$ cat config.mk
export PLATFORM = sky130hd
export DESIGN_NAME = rs232_plus
export DESIGN_NICKNAME = d
export VERILOG_FILES = /design/src/rtl/rs232_pkg.sv /design/src/rtl/rs232_rx.sv /design/src/rtl/rs232_tx.sv /design/src/rtl/rs232_plus.sv
export SDC_FILE = /design/constraint.sdc
export NUM_CORES = 1
export LEC_CHECK = 0
export BUFFER_PORTS_ARGS = -buffer_cell sky130_fd_sc_hd__buf_2
export CORE_AREA = 2 2 70 72
export DETAILED_ROUTE_END_ITERATION = 7
export DIE_AREA = 0 0 72 74
export PLACE_DENSITY = 0.83
export SETUP_SLACK_MARGIN = 0.1
export SYNTH_ARGS = -nofsm -noshare
export SYNTH_HDL_FRONTEND = slang
export SYNTH_SLANG_ARGS = --single-unit
$ cat constraint.sdc
create_clock -name clk -period 3.4 [get_ports clk]
set_clock_uncertainty 0.2 [all_clocks]
set_input_delay 0 -clock clk [delete_from_list [all_inputs] [get_ports clk]]
set_output_delay 0 -clock clk [all_outputs]
set_load 0.02 [all_outputs]
$ cat src/rtl/rs232_pkg.sv
`default_nettype none
// ============================================================================
// Module   : rs232_pkg
// Purpose  : Shared defaults, frame constants and FSM state types for the
//            rs232_plus UART echo path.
// Revision : 1.0 - initial release
// ============================================================================
package rs232_pkg;

  localparam int DEFAULT_CLK_FREQ     = 50_000_000;
  localparam int DEFAULT_BAUD         = 9600;
  localparam int DEFAULT_BAUD_CNT_MAX = DEFAULT_CLK_FREQ / DEFAULT_BAUD;

  // start + 8 data + stop
  localparam int FRAME_BITS = 10;

  typedef enum logic [1:0] {
    RX_IDLE = 2'd0,
    RX_RECV = 2'd1,
    RX_DONE = 2'd2
  } rx_state_t;

  typedef enum logic [0:0] {
    TX_IDLE = 1'b0,
    TX_SEND = 1'b1
  } tx_state_t;

endpackage
`default_nettype wire

$ cat src/rtl/rs232_rx.sv
`default_nettype none
// ============================================================================
// Module   : rs232_rx
// Purpose  : 8N1 receiver. Three-flop synchronizer with falling-edge start
//            detect, mid-bit sampling, false-start and framing-error reject.
// Revision : 1.0 - initial release
// ============================================================================
module rs232_rx
  import rs232_pkg::*;
#(
  parameter int BAUD_CNT_MAX = DEFAULT_BAUD_CNT_MAX
) (
  input  logic       clk,
  input  logic       rst_n,
  input  logic       rx_i,
  output logic [7:0] rx_data_o,
  output logic       rx_valid_o
);

  localparam int              CNT_W    = (BAUD_CNT_MAX > 1) ? $clog2(BAUD_CNT_MAX) : 1;
  localparam logic [CNT_W-1:0] CNT_LAST = CNT_W'(BAUD_CNT_MAX - 1);
  localparam logic [CNT_W-1:0] CNT_MID  = CNT_W'(BAUD_CNT_MAX / 2);
  localparam logic [3:0]       BIT_STOP = 4'(FRAME_BITS - 1);

  logic [2:0]       sync_q;
  rx_state_t        state_q;
  logic [CNT_W-1:0] baud_cnt_q;
  logic [3:0]       bit_cnt_q;
  logic [7:0]       shift_q;
  logic             valid_q;

  logic w_bit;
  logic w_fall;

  // sync_q[1] is the metastability-safe line value, sync_q[2] its previous value
  assign w_bit  = sync_q[1];
  assign w_fall = sync_q[2] & ~sync_q[1];

  // Synchronizer; resets to idle-high so a line held low through reset reads as a start edge
  always_ff @(posedge clk or negedge rst_n) begin
    if (!rst_n) begin
      sync_q <= 3'b111;
    end else begin
      sync_q <= {sync_q[1:0], rx_i};
    end
  end

  // Receive FSM: start detect, per-bit baud counting, mid-bit sampling, frame validation
  always_ff @(posedge clk or negedge rst_n) begin
    if (!rst_n) begin
      state_q    <= RX_IDLE;
      baud_cnt_q <= '0;
      bit_cnt_q  <= '0;
      shift_q    <= '0;
      valid_q    <= 1'b0;
    end else begin
      valid_q <= 1'b0;
      case (state_q)
        RX_IDLE: begin
          if (w_fall) begin
            state_q    <= RX_RECV;
            baud_cnt_q <= '0;
            bit_cnt_q  <= '0;
          end
        end

        RX_RECV: begin
          if (baud_cnt_q == CNT_LAST) begin
            baud_cnt_q <= '0;
            bit_cnt_q  <= bit_cnt_q + 4'd1;
          end else begin
            baud_cnt_q <= baud_cnt_q + 1'b1;
          end

          if (baud_cnt_q == CNT_MID) begin
            if (bit_cnt_q == 4'd0) begin
              // Line back high mid start bit: glitch, not a frame
              if (w_bit) begin
                state_q    <= RX_IDLE;
                baud_cnt_q <= '0;
                bit_cnt_q  <= '0;
              end
            end else if (bit_cnt_q == BIT_STOP) begin
              // Leave mid stop bit so the next start edge is never missed
              baud_cnt_q <= '0;
              bit_cnt_q  <= '0;
              if (w_bit) begin
                state_q <= RX_DONE;
                valid_q <= 1'b1;
              end else begin
                state_q <= RX_IDLE;
              end
            end else begin
              shift_q <= {w_bit, shift_q[7:1]};
            end
          end
        end

        RX_DONE: begin
          state_q <= RX_IDLE;
        end

        default: begin
          state_q <= RX_IDLE;
        end
      endcase
    end
  end

  assign rx_data_o  = shift_q;
  assign rx_valid_o = valid_q;

endmodule
`default_nettype wire

$ cat src/rtl/rs232_tx.sv
`default_nettype none
// ============================================================================
// Module   : rs232_tx
// Purpose  : 8N1 transmitter with registered serial output. Starts a frame
//            on tx_start_i when idle; requests while busy are ignored.
// Revision : 1.0 - initial release
// ============================================================================
module rs232_tx
  import rs232_pkg::*;
#(
  parameter int BAUD_CNT_MAX = DEFAULT_BAUD_CNT_MAX
) (
  input  logic       clk,
  input  logic       rst_n,
  input  logic [7:0] tx_data_i,
  input  logic       tx_start_i,
  output logic       tx_o,
  output logic       tx_busy_o
);

  localparam int              CNT_W    = (BAUD_CNT_MAX > 1) ? $clog2(BAUD_CNT_MAX) : 1;
  localparam logic [CNT_W-1:0] CNT_LAST = CNT_W'(BAUD_CNT_MAX - 1);
  localparam logic [3:0]       BIT_STOP = 4'(FRAME_BITS - 1);

  tx_state_t        state_q;
  logic [CNT_W-1:0] baud_cnt_q;
  logic [3:0]       bit_cnt_q;
  logic [8:0]       shift_q;   // {stop, d7..d0}, shifted out LSB first after the start bit
  logic             tx_q;

  // Transmit FSM: start bit goes out on the edge that accepts the byte, each bit held one baud period
  always_ff @(posedge clk or negedge rst_n) begin
    if (!rst_n) begin
      state_q    <= TX_IDLE;
      baud_cnt_q <= '0;
      bit_cnt_q  <= '0;
      shift_q    <= '0;
      tx_q       <= 1'b1;
    end else begin
      case (state_q)
        TX_IDLE: begin
          tx_q <= 1'b1;
          if (tx_start_i) begin
            state_q    <= TX_SEND;
            shift_q    <= {1'b1, tx_data_i};
            baud_cnt_q <= '0;
            bit_cnt_q  <= '0;
            tx_q       <= 1'b0;
          end
        end

        TX_SEND: begin
          if (baud_cnt_q == CNT_LAST) begin
            baud_cnt_q <= '0;
            if (bit_cnt_q == BIT_STOP) begin
              state_q   <= TX_IDLE;
              bit_cnt_q <= '0;
              tx_q      <= 1'b1;
            end else begin
              bit_cnt_q <= bit_cnt_q + 4'd1;
              tx_q      <= shift_q[0];
              shift_q   <= {1'b0, shift_q[8:1]};
            end
          end else begin
            baud_cnt_q <= baud_cnt_q + 1'b1;
          end
        end

        default: begin
          state_q <= TX_IDLE;
          tx_q    <= 1'b1;
        end
      endcase
    end
  end

  assign tx_o      = tx_q;
  assign tx_busy_o = (state_q == TX_SEND);

endmodule
`default_nettype wire

$ cat src/rtl/rs232_plus.sv
`default_nettype none
// ============================================================================
// Module   : rs232_plus
// Purpose  : UART echo path: every byte received on rx is retransmitted
//            unchanged on tx.
// Revision : 1.0 - initial release
// ============================================================================
module rs232_plus
  import rs232_pkg::*;
#(
  parameter int CLK_FREQ     = DEFAULT_CLK_FREQ,
  parameter int BAUD         = DEFAULT_BAUD,
  parameter int BAUD_CNT_MAX = CLK_FREQ / BAUD
) (
  input  logic clk,
  input  logic rst_n,
  input  logic rx,
  output logic tx
);

  logic [7:0] w_rx_data;
  logic       w_rx_valid;
  logic       w_tx_busy;
  logic       w_tx_start;

  // A byte completing while the transmitter is still busy is dropped
  assign w_tx_start = w_rx_valid & ~w_tx_busy;

  rs232_rx #(
    .BAUD_CNT_MAX (BAUD_CNT_MAX)
  ) u_rx (
    .clk        (clk),
    .rst_n      (rst_n),
    .rx_i       (rx),
    .rx_data_o  (w_rx_data),
    .rx_valid_o (w_rx_valid)
  );

  rs232_tx #(
    .BAUD_CNT_MAX (BAUD_CNT_MAX)
  ) u_tx (
    .clk        (clk),
    .rst_n      (rst_n),
    .tx_data_i  (w_rx_data),
    .tx_start_i (w_tx_start),
    .tx_o       (tx),
    .tx_busy_o  (w_tx_busy)
  );

endmodule
`default_nettype wire

* Word level (Yosys, flattened, before mapping)
Cells that the tools add are included.
** Word-level totals
- Word-level logic and storage cells :: 87
- Register bits after elaboration :: 59
- Output and inout bits :: 1
** Cells by class
- Multiplexer cells :: 45
- Add/subtract/negate cells :: 4
- Reduce and logical (&&, ||, !) cells :: 8
- Equal/unequal tests :: 13
- Bitwise gates (word level) :: 6
** Operators with widths (count)
- 13-bit two-way mux :: 8
- 13-bit one-hot mux with 2 select lines :: 2
- 4-bit two-way mux :: 9
- 9-bit two-way mux :: 3
- 13-bit by 1-bit adder with 13-bit output (second input constant) :: 2
- 13-bit == test (second input constant) :: 2
- 9-bit one-hot mux with 2 select lines :: 1
- 4-bit one-hot mux with 2 select lines :: 2
- 13-bit by 12-bit == test with 1-bit output (second input constant) :: 1
- 2-bit two-way mux :: 6
- 1-bit two-way mux :: 11
- 4-bit by 1-bit adder with 4-bit output (second input constant) :: 2
- 4-bit == test (second input constant) :: 2
- 4-bit AND reduction :: 2
- 2-bit by 1-bit inequality test with 1-bit output (second input constant) :: 3
- 4-bit zero test :: 1
- 2-bit inequality test (second input constant) :: 2
- 1-bit inverter :: 4
- 1-bit one-hot mux with 2 select lines :: 2
- 2-bit one-hot mux with 2 select lines :: 1
- 2-bit AND reduction :: 2
- 3-bit by 1-bit inequality test with 1-bit output (second input constant) :: 1
- 3-bit by 2-bit inequality test with 1-bit output (second input constant) :: 1
- 3-bit AND reduction :: 1
- other kinds (4) :: 5

* Logic depth before layout (Yosys ltp)
Gate-level depths: netlist of the first run.
- Depth in word-level cells :: 6
- Gate-level depth with buffers :: 8

* Hierarchy
A second synthesis of the first run with hierarchy kept.
** Unflattened totals
- Cell total of the unflattened synthesis :: 296
- Area, all modules :: 3215.6 um2
** Modules (own cells, without submodules)
- rs232_rx :: times used 1, cells each 151, seq. area each 779.5 um2, area an instance 1695.4 um2
- rs232_tx :: times used 1, cells each 144, seq. area each 701.9 um2, area an instance 1506.4 um2
- rs232_plus :: times used 1, cells each 1, seq. area each 0.0 um2, area an instance 13.8 um2

* Worst setup path before layout of the first run
Ideal clock, no wire load.
- Kind :: register to register
- Start :: register u_tx.baud_cnt_q[8]
- End :: register u_tx.baud_cnt_q[12]
- Required time :: 3.073 ns
- Setup slack :: 1.217 ns
- Arrival :: 1.856 ns
- Stages on the path, launching flop included :: 7
- Buffers on the path :: 1
- Setup time :: 0.127 ns
- Cell sequence :: dfrtp_1 or4b_4 or3_4 and2_4 buf_6 a21oi_1 o22ai_1
** On the way
- Longest elaborated chain between the ends :: 3
- Elaborated cells on any way between the ends :: 4
** RTL lines
- from (decl) :: line rs232_tx.sv:26 : logic [CNT_W-1:0] baud_cnt_q;
- from (signal assigned) :: line rs232_tx.sv:65 : baud_cnt_q <= baud_cnt_q + 1'b1;
- 13-bit by 1-bit adder with 13-bit output or 13-bit == test (tied branches) :: line rs232_tx.sv:65, rs232_tx.sv:53
- 13-bit two-way mux * :: line rs232_tx.sv:53 : if (baud_cnt_q == CNT_LAST) begin
- 13-bit one-hot mux with 2 select lines * :: line rs232_tx.sv:40 : case (state_q)
Mark *: on every way between the ends. The rest lies on a longest branch, timed or not.
A chain may end at the register's enable or synchronous reset.

* Final worst setup path of the first run
- Start :: register u_tx.baud_cnt_q[8]
- End :: register u_tx.bit_cnt_q[3]
** On the way
- Longest elaborated chain between the ends :: 3
** RTL lines
- 13-bit == test :: line rs232_tx.sv:53
- 2-bit inequality test (no line)
- 2-bit AND reduction (no line)
- to (signal assigned) :: line rs232_tx.sv:60 : bit_cnt_q <= bit_cnt_q + 4'd1;
- to (decl) :: line rs232_tx.sv:27 : logic [3:0] bit_cnt_q;
No other way between the ends.

==> qor.yml, run 1 <==
global_route:
  grt_pass1_vias: 2264
  grt.overflow.total: 0
  grt_pass1_wl_um: 10300
  grt_usage_pct: 25.7
  grt_max_degree: 35
  antenna_found_initial: 0
synthesis:
  synth_top_cell_area_share_pct: 46.0
  syn_area_mm2: 0.00299
  syn_avg_cell_area_um2: 9.91
  synth_seq_cells: 59
  synth_warnings: 0
  synthTopCellsByArea: "dfrtp_1 46%, o21ai_0 4.8%, nand2_1 3.9%"
  synthDistinctLibCells: 50
  syn_nets: 313
  synth_top_cell_by_area: "dfrtp_1"
  synth_edf_count: 0
  syn_inst: 302
  async_flop_share_pct: 100
  synth-main-ff-cell: "dfrtp_1"
  seq_area_frac_synth_pct: 49.5
route:
  drtAntennaViolNets: 0
  wl_per_cell_um: 16.0
  drtPass1Iterations: 4
  num_vias: 2300
  wirelength_um: 5910
  drcViolationCount: 0
  drt_iter0_markers: 117
  avgViaCountPerCell: 6.22
setup_path:
  ff2ff_setup_slack_ns: 1.00
  crit_path_max_incr_delay_ns: 0.59
  critPathTopFamily: "compound AO/OA/AOI/OAI gates"
  start_kind: "flop"
  crit_type: "reg2reg"
  worstRegToRegCells: 4
  worst_ep_required_time_ns: 3.44
  endpoint_kind: "flop"
  critPathMaxFanout: 15
  worstPathArrival_ns: 2.43
  cp_slowest_cell: "or4b_4"
  crit-reg2reg-launch: "u_tx.baud_cnt_q[8]"
  path_cells: "or4b_4, o31ai_4, o21ai_1, a22o_1"
  path_buf_inv: 0
  rr_endpoint: "u_tx.bit_cnt_q[3]"
power_and_ir_drop:
  vdd_drop_max_mv: 0.430
  power_density_mw_per_mm2: 492
  leakage_nw: 1.42
placed_design:
  dp_hpwl_um: 3900
  pre_cts_ws_ns: 1.00
  routabilityCongestion: 0.852
  io_buffers: 3
  postPlaceCellArea_mm2: 0.00304
sta:
  rsz0062_at_grt: "no"
  finalSetupViolCount: 0
  worst_slack_ns: 1.00
  finalHoldViolCount: 0
  fin_tns_setup_ns: 0
  fmax_mhz: 417
  slew-limit-headroom_pct: 43.5
  min_period_ns: 2.40
  slew_violations: 0
  post-route-period-util_pct: 70.5
  worst_pin_slew_ns: 0.844
finish:
  drive_gt1_share_pct: 12.7
  diodes: 0
  nets: 322
  final_area_mm2: 0.00327
  area_growth_syn_to_layout_pct: 9.32
die:
  coreArea_mm2: 0.00460
  dieArea_mm2: 0.00533
  die_y_um: 74
  initial_core_util_pct: 65.1
  die_w_um: 72
  boundaryPins: 4
  row_count: 25
clock_network:
  ctsLongestPathBuffers: 2
  clockRootBuffer: "clkbuf_8"
  cts_max_level: 3
  cts.clk_slew.worst_paths_ns: 0.07
  post_cts_buffers: 0
  clock-sinks: 59
  clk_latency_ns: 0.35
  cts_tree: "built"
  numCtsBuffers: 9
run_status:
  status: "completed"
flow_run:
  cap_violations: 0
hold_path:
  hold_path.class: "in2async"
[through the flow]
step / total power [mW] / hold WS, ns / util (%) / instances
2_1_floorplan: 0.885 / -0.496 / - / 302
3_3_place_gp: 0.928 / -0.111 / 66.1 / 352
3_5_place_dp: 0.936 / -0.109 / 66.1 / 352
4_1_cts: 1.61 / 0.0622 / 71.2 / 370
5_1_grt: 1.68 / 0.125 / 71.2 / 370
6_report: 1.61 / 0.0440 / 71.2 / 370
[cells in the final DEF (no fill, tap or decap), types with 3 or more instances in the layout]
master | Yosys | routed
clkbuf_8 | 0 | 12
nor3b_1 | 3 | 3
nor3_1 | 3 | 3
nand2_1 | 31 | 31
o21ai_1 | 3 | 3
buf_2 | 2 | 3
inv_1 | 15 | 15
nor4bb_1 | 4 | 4
o21ai_0 | 29 | 29
mux2_2 | 9 | 9
a21o_1 | 5 | 5
nor2_1 | 27 | 27
and3_1 | 3 | 3
a22o_1 | 5 | 5
xor2_1 | 3 | 3
a21oi_1 | 18 | 18
a31oi_1 | 5 | 5
dfrtp_1 | 55 | 55
or3_1 | 3 | 3
nand3_1 | 9 | 9
xnor2_1 | 3 | 3
o31ai_1 | 5 | 5
nor2b_1 | 5 | 5
nand4_1 | 6 | 6
mux2i_1 | 8 | 8
dfstp_2 | 4 | 4
ha_1 | 8 | 8
[layout make-up]
type | instances | area (um2)
sequential | 59 | 1480
multi-input combinational | 219 | 1410
fill | 339 | 1330
clock buffer | 12 | 165
tap | 54 | 67.6
inverter | 15 | 56.3
timing repair buffer | 7 | 50.0
clock inverter | 4 | 47.5
[state kept, by name, summed over array words and instances (netlist names)]
signal and cells:
u_rx.bit_cnt_q 4, u_rx.rx_data_o 8, u_rx.state_q 2, u_rx.sync_q 3, u_tx.shift_q 9, u_tx.tx_o 1, u_tx.bit_cnt_q 4, u_tx.baud_cnt_q 13
u_tx.tx_busy_o 1, u_rx.baud_cnt_q 13, u_rx.rx_valid_o 1
[logic make-up after synthesis]
family	synth area share, %
XOR/XNOR	1.76
buffers and inverters	3.59
flip-flops	49.5
adder cells (fa/ha/maj)	3.34
multiplexers	6.06
AO/OA/AOI/OAI	16.3
AND/OR/NAND/NOR	19.4
[cells in the mapped netlist, drive strengths merged (2+ instances only)]
master	number
dfrtp	55
o21ai	32
nand2	31
nor2	27
a21oi	18
inv	15
mux2	9
nand3	9
ha	8
mux2i	8
buf	7
nand4	6
o31ai	6
a21o	5
a22o	5
a31oi	5
nor2b	5
dfstp	4
nor4bb	4
or3	4
and3	3
nor3	3
nor3b	3
o22ai	3
xnor2	3
xor2	3
and2	2
clkbuf	2
nand3b	2
nor4	2
[worst reg2reg max path, cell delays in order (launching register included)]
cell and delay (ns):
dfrtp_1 0.44, or4b_4 0.59, o31ai_4 0.55, o21ai_1 0.24
a22o_1 0.28
[per-layer routing]
metal / global-route usage, % / wire length, um
met1: 31.2 / 2580
met2: 43.8 / 2960
met3: 6.37 / 256
met4: 11.3 / 114
met5: 0 / 0
[power by group]
group          internal [mW]  switching, mW
Sequential             0.737         0.0448
Clock                  0.396          0.286
Combinational         0.0627         0.0833
[worst max path at each step]
stage / cells past startpoint / startpoint / slack (ns) / end
after global placement: 4 / u_tx.baud_cnt_q[8] / 1.01 / u_tx.bit_cnt_q[3]
after floorplan: 6 / u_tx.baud_cnt_q[8] / 1.22 / u_tx.baud_cnt_q[12]
after detailed placement: 4 / u_tx.baud_cnt_q[8] / 1.00 / u_tx.bit_cnt_q[3]
after global routing: 7 / u_rx.baud_cnt_q[0] / 0.73 / u_rx.rx_data_o[6]
after CTS: 4 / u_tx.baud_cnt_q[8] / 1.01 / u_tx.bit_cnt_q[3]
final: 4 / u_tx.baud_cnt_q[8] / 1.00 / u_tx.bit_cnt_q[3]
[what timing repair did]
action / CTS / global route
hold buffers: 2 / 0
resized for setup: 0 / 0
setup endpoints to repair: 0 / 0
endpoints found under the hold margin: 34 / 0
No activity file was read; power rests on OpenSTA's default activity.
==> run 2, diff against run 1 <==
--- a/config.mk
+++ b/config.mk
@@ -6,10 +6,10 @@
 export NUM_CORES = 1
 export LEC_CHECK = 0
 export BUFFER_PORTS_ARGS = -buffer_cell sky130_fd_sc_hd__buf_2
-export CORE_AREA = 2 2 70 72
+export CORE_AREA = 2 2 77 79
 export DETAILED_ROUTE_END_ITERATION = 7
-export DIE_AREA = 0 0 72 74
-export PLACE_DENSITY = 0.83
+export DIE_AREA = 0 0 79 81
+export PLACE_DENSITY = 0.73
 export SETUP_SLACK_MARGIN = 0.1
 export SYNTH_ARGS = -nofsm -noshare
 export SYNTH_HDL_FRONTEND = slang
==> constraint.sdc (replaced) <==
create_clock -name clk -period 2 [get_ports clk]
set_clock_uncertainty 0.2 [all_clocks]
set_input_delay 0 -clock clk [delete_from_list [all_inputs] [get_ports clk]]
set_output_delay 0 -clock clk [all_outputs]
set_load 0.02 [all_outputs]
==> run 2 against run 1 <==
Clock-buffer cell count shrank 3. Highest routed layer unchanged. Flip-flop and latch count unchanged. Total power grew 98%. The run now ends with setup timing left. Register-to-register slack worse by 1.2 ns. Routed wire length up 46%. Die area is 20% higher. Critical path type unchanged. Critical endpoint is now u_tx.baud_cnt_q[10].
==> qor.yml, run 2 (same netlist as run 1, synthesis figures left out) <==
run_status:
  status: "complete, but fails checks"
  violations: "setup timing"
setup_path:
  ff2ff_setup_slack_ns: -0.22  # -1.22 ns
  crit_path_max_incr_delay_ns: 0.57  # -0.02 ns
  crit_top_cell: "buf_6"
  rr_endpoint: "u_tx.baud_cnt_q[10]"
  critPathMaxFanout: 5  # -10
  start_kind: "flop"
  crit-reg2reg-launch: "u_tx.baud_cnt_q[7]"
  worstPathArrival_ns: 2.25  # -0.18 ns
  path_cells: "or4b_4, buf_6, o31ai_4, buf_6, a31oi_4, o21ai_2, o21ai_1"
  worstSetupStartpoint: "u_tx.baud_cnt_q[7]"
  crit_type: "reg2reg"
  worst_ep_required_time_ns: 2.03  # -1.41 ns
  worstRegToRegCells: 7  # +3
  endpoint_kind: "flop"
  cp_slowest_cell: "or4b_4"
die:
  initial_core_util_pct: 52.8  # -12 points
  coreArea_mm2: 0.00568  # +23%
  row_count: 28  # +12%
  boundaryPins: 4  # unchanged
  dieArea_mm2: 0.00640  # +20%
  die_w_um: 79  # +9.7%
  die_y_um: 81  # +9.5%
finish:
  mostFrequentLayoutCell: "dfrtp_1"
  drive_gt1_share_pct: 45.9  # +33 points
  nets: 387  # +20%
  largestRegisters: "u_rx.baud_cnt_q (13), u_tx.baud_cnt_q (13), u_tx.shift_q (9)"
  diodes: 0  # unchanged
  area_growth_syn_to_layout_pct: 46.1
  final_cell_mix: "53 x dfrtp_1, 44 x buf_4, 27 x nand2_1"
  final_area_mm2: 0.00437  # +34%
placed_design:
  routabilityCongestion: 0.823  # -3.4%
  dp_hpwl_um: 4130  # +6.0%
  postPlaceCellArea_mm2: 0.00344  # +13%
  io_buffers: 3  # unchanged
clock_network:
  cts_tree: "built"
  clk_latency_ns: 0.35  # about the same
  cts.clk_slew.worst_paths_ns: 0.08  # about the same
  ctsLongestPathBuffers: 2  # unchanged
  cts_max_level: 3  # unchanged
  clock-sinks: 59  # unchanged
  clockRootBuffer: "clkbuf_8"
  numCtsBuffers: 9  # unchanged
global_route:
  grt_usage_pct: 24.8  # -0.82 points
  antenna_found_initial: 0  # unchanged
  grt_max_degree: 60  # +71%
  grt.overflow.total: 0  # unchanged
  grt_pass1_wl_um: 12200  # +18%
  grt_pass1_vias: 2621  # +16%
flow_run:
  cap_violations: 0  # unchanged
sta:
  worst_pin_slew_ns: 0.537  # -0.307 ns
  rsz0062_at_grt: "yes"
  finalHoldViolCount: 0  # unchanged
  slew-limit-headroom_pct: 64.1  # +21 points
  post-route-period-util_pct: 111  # +40 points
  finalSetupViolCount: 45  # +45
  fmax_mhz: 451  # +8.3%
  worst_slack_ns: -0.215  # -1.22 ns
  min_period_ns: 2.22  # -0.183 ns
  slew_violations: 0  # unchanged
route:
  wirelength_um: 8600  # +46%
  avgViaCountPerCell: 5.78  # -7.0%
  drcViolationCount: 0  # unchanged
  num_vias: 2637  # +15%
  drt_iter0_markers: 136  # +16%
  wl_per_cell_um: 18.9  # +18%
  drtPass1Iterations: 4  # unchanged
  drtAntennaViolNets: 0  # unchanged
power_and_ir_drop:
  leakage_nw: 1.85  # +30%
  power_density_mw_per_mm2: 728  # +48%
  vdd_drop_max_mv: 0.782  # +82%
  total_power_mw: 3.18  # +98%
hold_path:
  min_from: "rx"
  hold_path.class: "in2reg"
  hold_depth: 2
  hold_end: "u_rx.sync_q[0]"
-- run 2: changes by cell type in the layout (fill, tap and decap cells not counted), sizes merged --
cell | before | now
buf | 5 | 68
clkbuf | 12 | 10
clkinvlp | 1 | 3
bufinv | 1 | 2
clkinv | 2 | 1
dlygate4sd3 | 2 | 3
inv | 15 | 16
-- run 2: report_power, final --
part	leakage, nW	switching (mW)	internal [mW]	total (mW)
logic	0.946	0.286	0.326	0.612
clock network	0.102	0.546	0.707	1.25
registers	0.797	0.0676	1.25	1.32
-- run 2: worst max-delay path, delay by kind of cell (launching register included) --
kind                   cells  cell delay, ns
AOI/OAI and AO/OA          4            0.62
buffers and inverters      2            0.32
DFF                        1            0.39
and+or+nand+nor            1            0.57
-- run 2: layout make-up --
| cell class | count | area (um2) |
|---|---|---|
| multi-input cells | 219 | 1840 |
| flip-flops and latches | 59 | 1480 |
| fillers | 339 | 1300 |
| repair buffers | 72 | 671 |
| clock buffers | 9 | 124 |
| clock inverters | 7 | 100 |
| well taps | 75 | 93.8 |
| inverters | 15 | 56.3 |
-- run 2: how the worst max path moves through the flow --
stage	to	slack, ns	cells after the start
CTS	u_tx.baud_cnt_q[9]	-0.12	7
detailed placement	u_rx.rx_data_o[5]	-0.11	5
global placement	u_rx.rx_data_o[2]	-0.07	5
floorplan	u_tx.shift_q[8]	-0.08	5
finish	u_tx.baud_cnt_q[10]	-0.22	7
global route	u_tx.baud_cnt_q[10]	-0.26	7
-- run 2: routing by layer --
metal	routed length [um]	share of wire, %	global-route usage [%]
met1	3540	41	28.8
met2	4640	54	43.9
met3	283	3.3	5.67
met5	0	0	0
met4	138	1.6	11.4
-- run 2: what timing repair did --
| item | in CTS | in global routing |
|---|---|---|
| buffers inserted | 15 | 5 |
| gates cloned | 2 | 1 |
| pin swaps | 16 | 27 |
| hold buffers | 3 | 0 |
| endpoints found under the hold margin | 60 | 0 |
| gates resized for setup | 73 | 58 |
| setup endpoints to repair | 51 | 55 |
-- run 2: stage by stage --
| stage | setup WS [ns] | utilization (%) | std cells | setup TNS (ns) | hold slack [ns] |
|---|---|---|---|---|---|
| 6_report | -0.215 | 77.1 | 456 | -4.15 | 0.0898 |
| 5_1_grt | -0.262 | 77.1 | 456 | -7.57 | 0.0839 |
| 4_1_cts | -0.116 | 72.0 | 453 | -2.03 | 0.0827 |
| 3_5_place_dp | -0.107 | 60.6 | 417 | -1.89 | -0.173 |
| 3_3_place_gp | -0.0660 | 60.6 | 417 | -1.28 | -0.176 |
| 2_1_floorplan | -0.0823 | - | 302 | -0.893 | -0.496 |
==> run 3, diff against run 2 <==
--- a/config.mk
+++ b/config.mk
@@ -10,7 +10,7 @@
 export DETAILED_ROUTE_END_ITERATION = 7
 export DIE_AREA = 0 0 79 81
 export PLACE_DENSITY = 0.73
-export SETUP_SLACK_MARGIN = 0.1
+export SETUP_SLACK_MARGIN = 0.15
 export SYNTH_ARGS = -nofsm -noshare
 export SYNTH_HDL_FRONTEND = slang
 export SYNTH_SLANG_ARGS = --single-unit
==> run 3 against run 2 <==
The run ends with hold timing, setup timing left. Total power decreased by 3.0%. Sequential power barely moved. Clock power shrank 11%. Setup slack improved by 0.084 ns. Non-clock buffer count rose by 2. Critical path depth is 3 lower. Register-to-register slack better by 0.08 ns. Sequential share of layout area up 0.50 points. First-iteration DRC count fell by 5.1%. Final cell count increased by 0.44%. Via count up 0.19%. Largest cell class unchanged. Highest routed layer unchanged.
==> qor.yml, run 3 (same netlist as run 1, synthesis figures left out) <==
sta:
  fin_tns_setup_ns: -2.46  # +1.69 ns
  slew_violations: 0  # unchanged
  rsz0062_at_grt: "yes"
  slew-limit-headroom_pct: 61.7  # -2.4 points
  post-route-period-util_pct: 107  # -4.2 points
  finalHoldViolCount: 18  # +18
  worst_slack_ns: -0.131  # +0.0840 ns
  fmax_mhz: 469  # +3.9%
  hold_slack_ns: -0.0394  # -0.129 ns
  min_period_ns: 2.13  # -0.0840 ns
  finalSetupViolCount: 43  # -4.4%
  worst_pin_slew_ns: 0.575  # +0.0374 ns
route:
  wirelength_um: 7920  # -7.9%
  drtAntennaViolNets: 0  # unchanged
  avgViaCountPerCell: 5.77  # -0.25%
  num_vias: 2642  # +0.19%
  drcViolationCount: 0  # unchanged
  wl_per_cell_um: 17.3  # -8.3%
  drt_iter0_markers: 129  # -5.1%
  drtPass1Iterations: 5  # +1
clock_network:
  cts_max_level: 3  # unchanged
  numCtsBuffers: 9  # unchanged
  ctsLongestPathBuffers: 2  # unchanged
  clock-sinks: 59  # unchanged
  cts.clk_slew.worst_paths_ns: 0.07  # about the same
  cts_tree: "built"
  clockRootBuffer: "clkbuf_8"
  clk_latency_ns: 0.34  # about the same
global_route:
  grt.overflow.total: 0  # unchanged
  antenna_found_initial: 0  # unchanged
  grt_pass1_vias: 2641  # +0.76%
  grt_max_degree: 22  # -63%
  grt_usage_pct: 24.4  # -0.42 points
  grt_pass1_wl_um: 12000  # -0.91%
setup_path:
  worst_ep_required_time_ns: 2.08  # +0.05 ns
  endpoint_kind: "flop"
  crit_type: "reg2reg"
  rr_endpoint: "u_tx.bit_cnt_q[3]"
  worstRegToRegCells: 4  # -3
  ff2ff_setup_slack_ns: -0.13  # +0.08 ns
  worstPathArrival_ns: 2.21  # -0.04 ns
  crit-reg2reg-launch: "u_tx.baud_cnt_q[7]"
  critPathMaxFanout: 4  # -1
  start_kind: "flop"
power_and_ir_drop:
  power_density_mw_per_mm2: 718  # -1.4%
  leakage_nw: 1.85  # +0.42%
  vdd_drop_max_mv: 0.725  # -7.3%
finish:
  area_growth_syn_to_layout_pct: 43.7
  fill_cells: 339  # unchanged
  multi_input_area_mm2: 0.00179  # -2.8%
  largestRegisters: "u_rx.baud_cnt_q (13), u_tx.baud_cnt_q (13), u_tx.shift_q (9)"
  diodes: 0  # unchanged
  final_cell_mix: "55 x dfrtp_1, 47 x buf_4, 27 x nand2_1"
  fin_util_pct: 75.8  # -1.3 points
  drive_gt1_share_pct: 42.0  # -3.9 points
  fin_cells: 458  # +0.44%
  regArea_mm2: 0.00148  # -0.17%
  nets: 389  # +0.52%
  mostFrequentLayoutCell: "dfrtp_1"
flow_run:
  cap_violations: 0  # unchanged
die:
  dieArea_mm2: 0.00640  # unchanged
  die_y_um: 81  # unchanged
  row_count: 28  # unchanged
  die_w_um: 79  # unchanged
  initial_core_util_pct: 52.8  # unchanged
  boundaryPins: 4  # unchanged
  coreArea_mm2: 0.00568  # unchanged
placed_design:
  dp.cells: 412  # -1.2%
  dp_hpwl_um: 4420  # +7.0%
  io_buffers: 3  # unchanged
  routabilityCongestion: 0.826  # +0.40%
run_status:
  status: "complete, but fails checks"
  violations: "hold timing, setup timing"
hold_path:
  hold_path.class: "in2async"
==> run 3: cell type report <==
| class | count | area share (%) |
|---|---|---|
| tap | 75 | 2.18 |
| sequential | 59 | 34.4 |
| clock buffer | 10 | 3.20 |
| multi-input combinational | 219 | 41.7 |
| inverter | 15 | 1.31 |
| timing repair buffer | 74 | 15.7 |
| clock inverter | 6 | 1.48 |
==> run 3: power breakdown <==
group / leakage (nW) / switching (mW) / internal (mW)
Sequential: 0.800 / 0.0571 / 1.25
Combinational: 0.954 / 0.307 / 0.363
Clock: 0.0987 / 0.502 / 0.608
==> run 3: worst max path at each step <==
stage	startpoint	endpoint	slack, ns	cells past startpoint
after floorplan	u_tx.baud_cnt_q[8]	u_tx.shift_q[8]	-0.08	5
final	u_tx.baud_cnt_q[7]	u_tx.bit_cnt_q[3]	-0.13	4
after detailed placement	u_rx.baud_cnt_q[1]	u_rx.rx_data_o[5]	-0.13	7
after CTS	u_tx.baud_cnt_q[7]	u_tx.shift_q[4]	-0.09	6
after global routing	u_rx.baud_cnt_q[1]	u_rx.rx_data_o[3]	-0.18	7
after global placement	u_rx.baud_cnt_q[1]	u_rx.rx_data_o[6]	-0.11	7
==> run 3: stage by stage <==
| step | power (mW) | area, um2 | worst slack, ns | hold WS [ns] |
|---|---|---|---|---|
| 6_report | 3.09 | 4300 | -0.131 | -0.0394 |
| 5_1_grt | 3.19 | 4300 | -0.179 | 0.0138 |
| 4_1_cts | 2.99 | 4020 | -0.0901 | 0.0531 |
| 3_5_place_dp | 1.73 | 3420 | -0.130 | -0.199 |
| 3_3_place_gp | 1.71 | 3420 | -0.105 | -0.214 |
| 2_1_floorplan | 1.52 | 3040 | -0.0823 | -0.496 |
==> run 3: repair_timing <==
action	in CTS	in global routing
resized for setup	62	43
hold buffers	4	0
cloned	1	0
endpoints found under the hold margin	57	0
endpoints found under the setup margin	53	66
pin swaps	23	20
buffers inserted	16	10
==> run 3: critical path: stages, from the launching register on <==
cell	delay, ns
dfrtp_1	0.38
or4b_4	0.57
or3_4	0.38
o32ai_1	0.36
a22o_1	0.18
==> run 3: routing by layer <==
metal / up-vias / global-route usage [%] / part of all wire [%]
li1: 1241 / - / -
met1: 1333 / 29.9 / 43
met2: 52 / 43.1 / 53
met3: 16 / 3.56 / 2.9
met4: 0 / 10.7 / 1.6
met5: - / 0 / 0
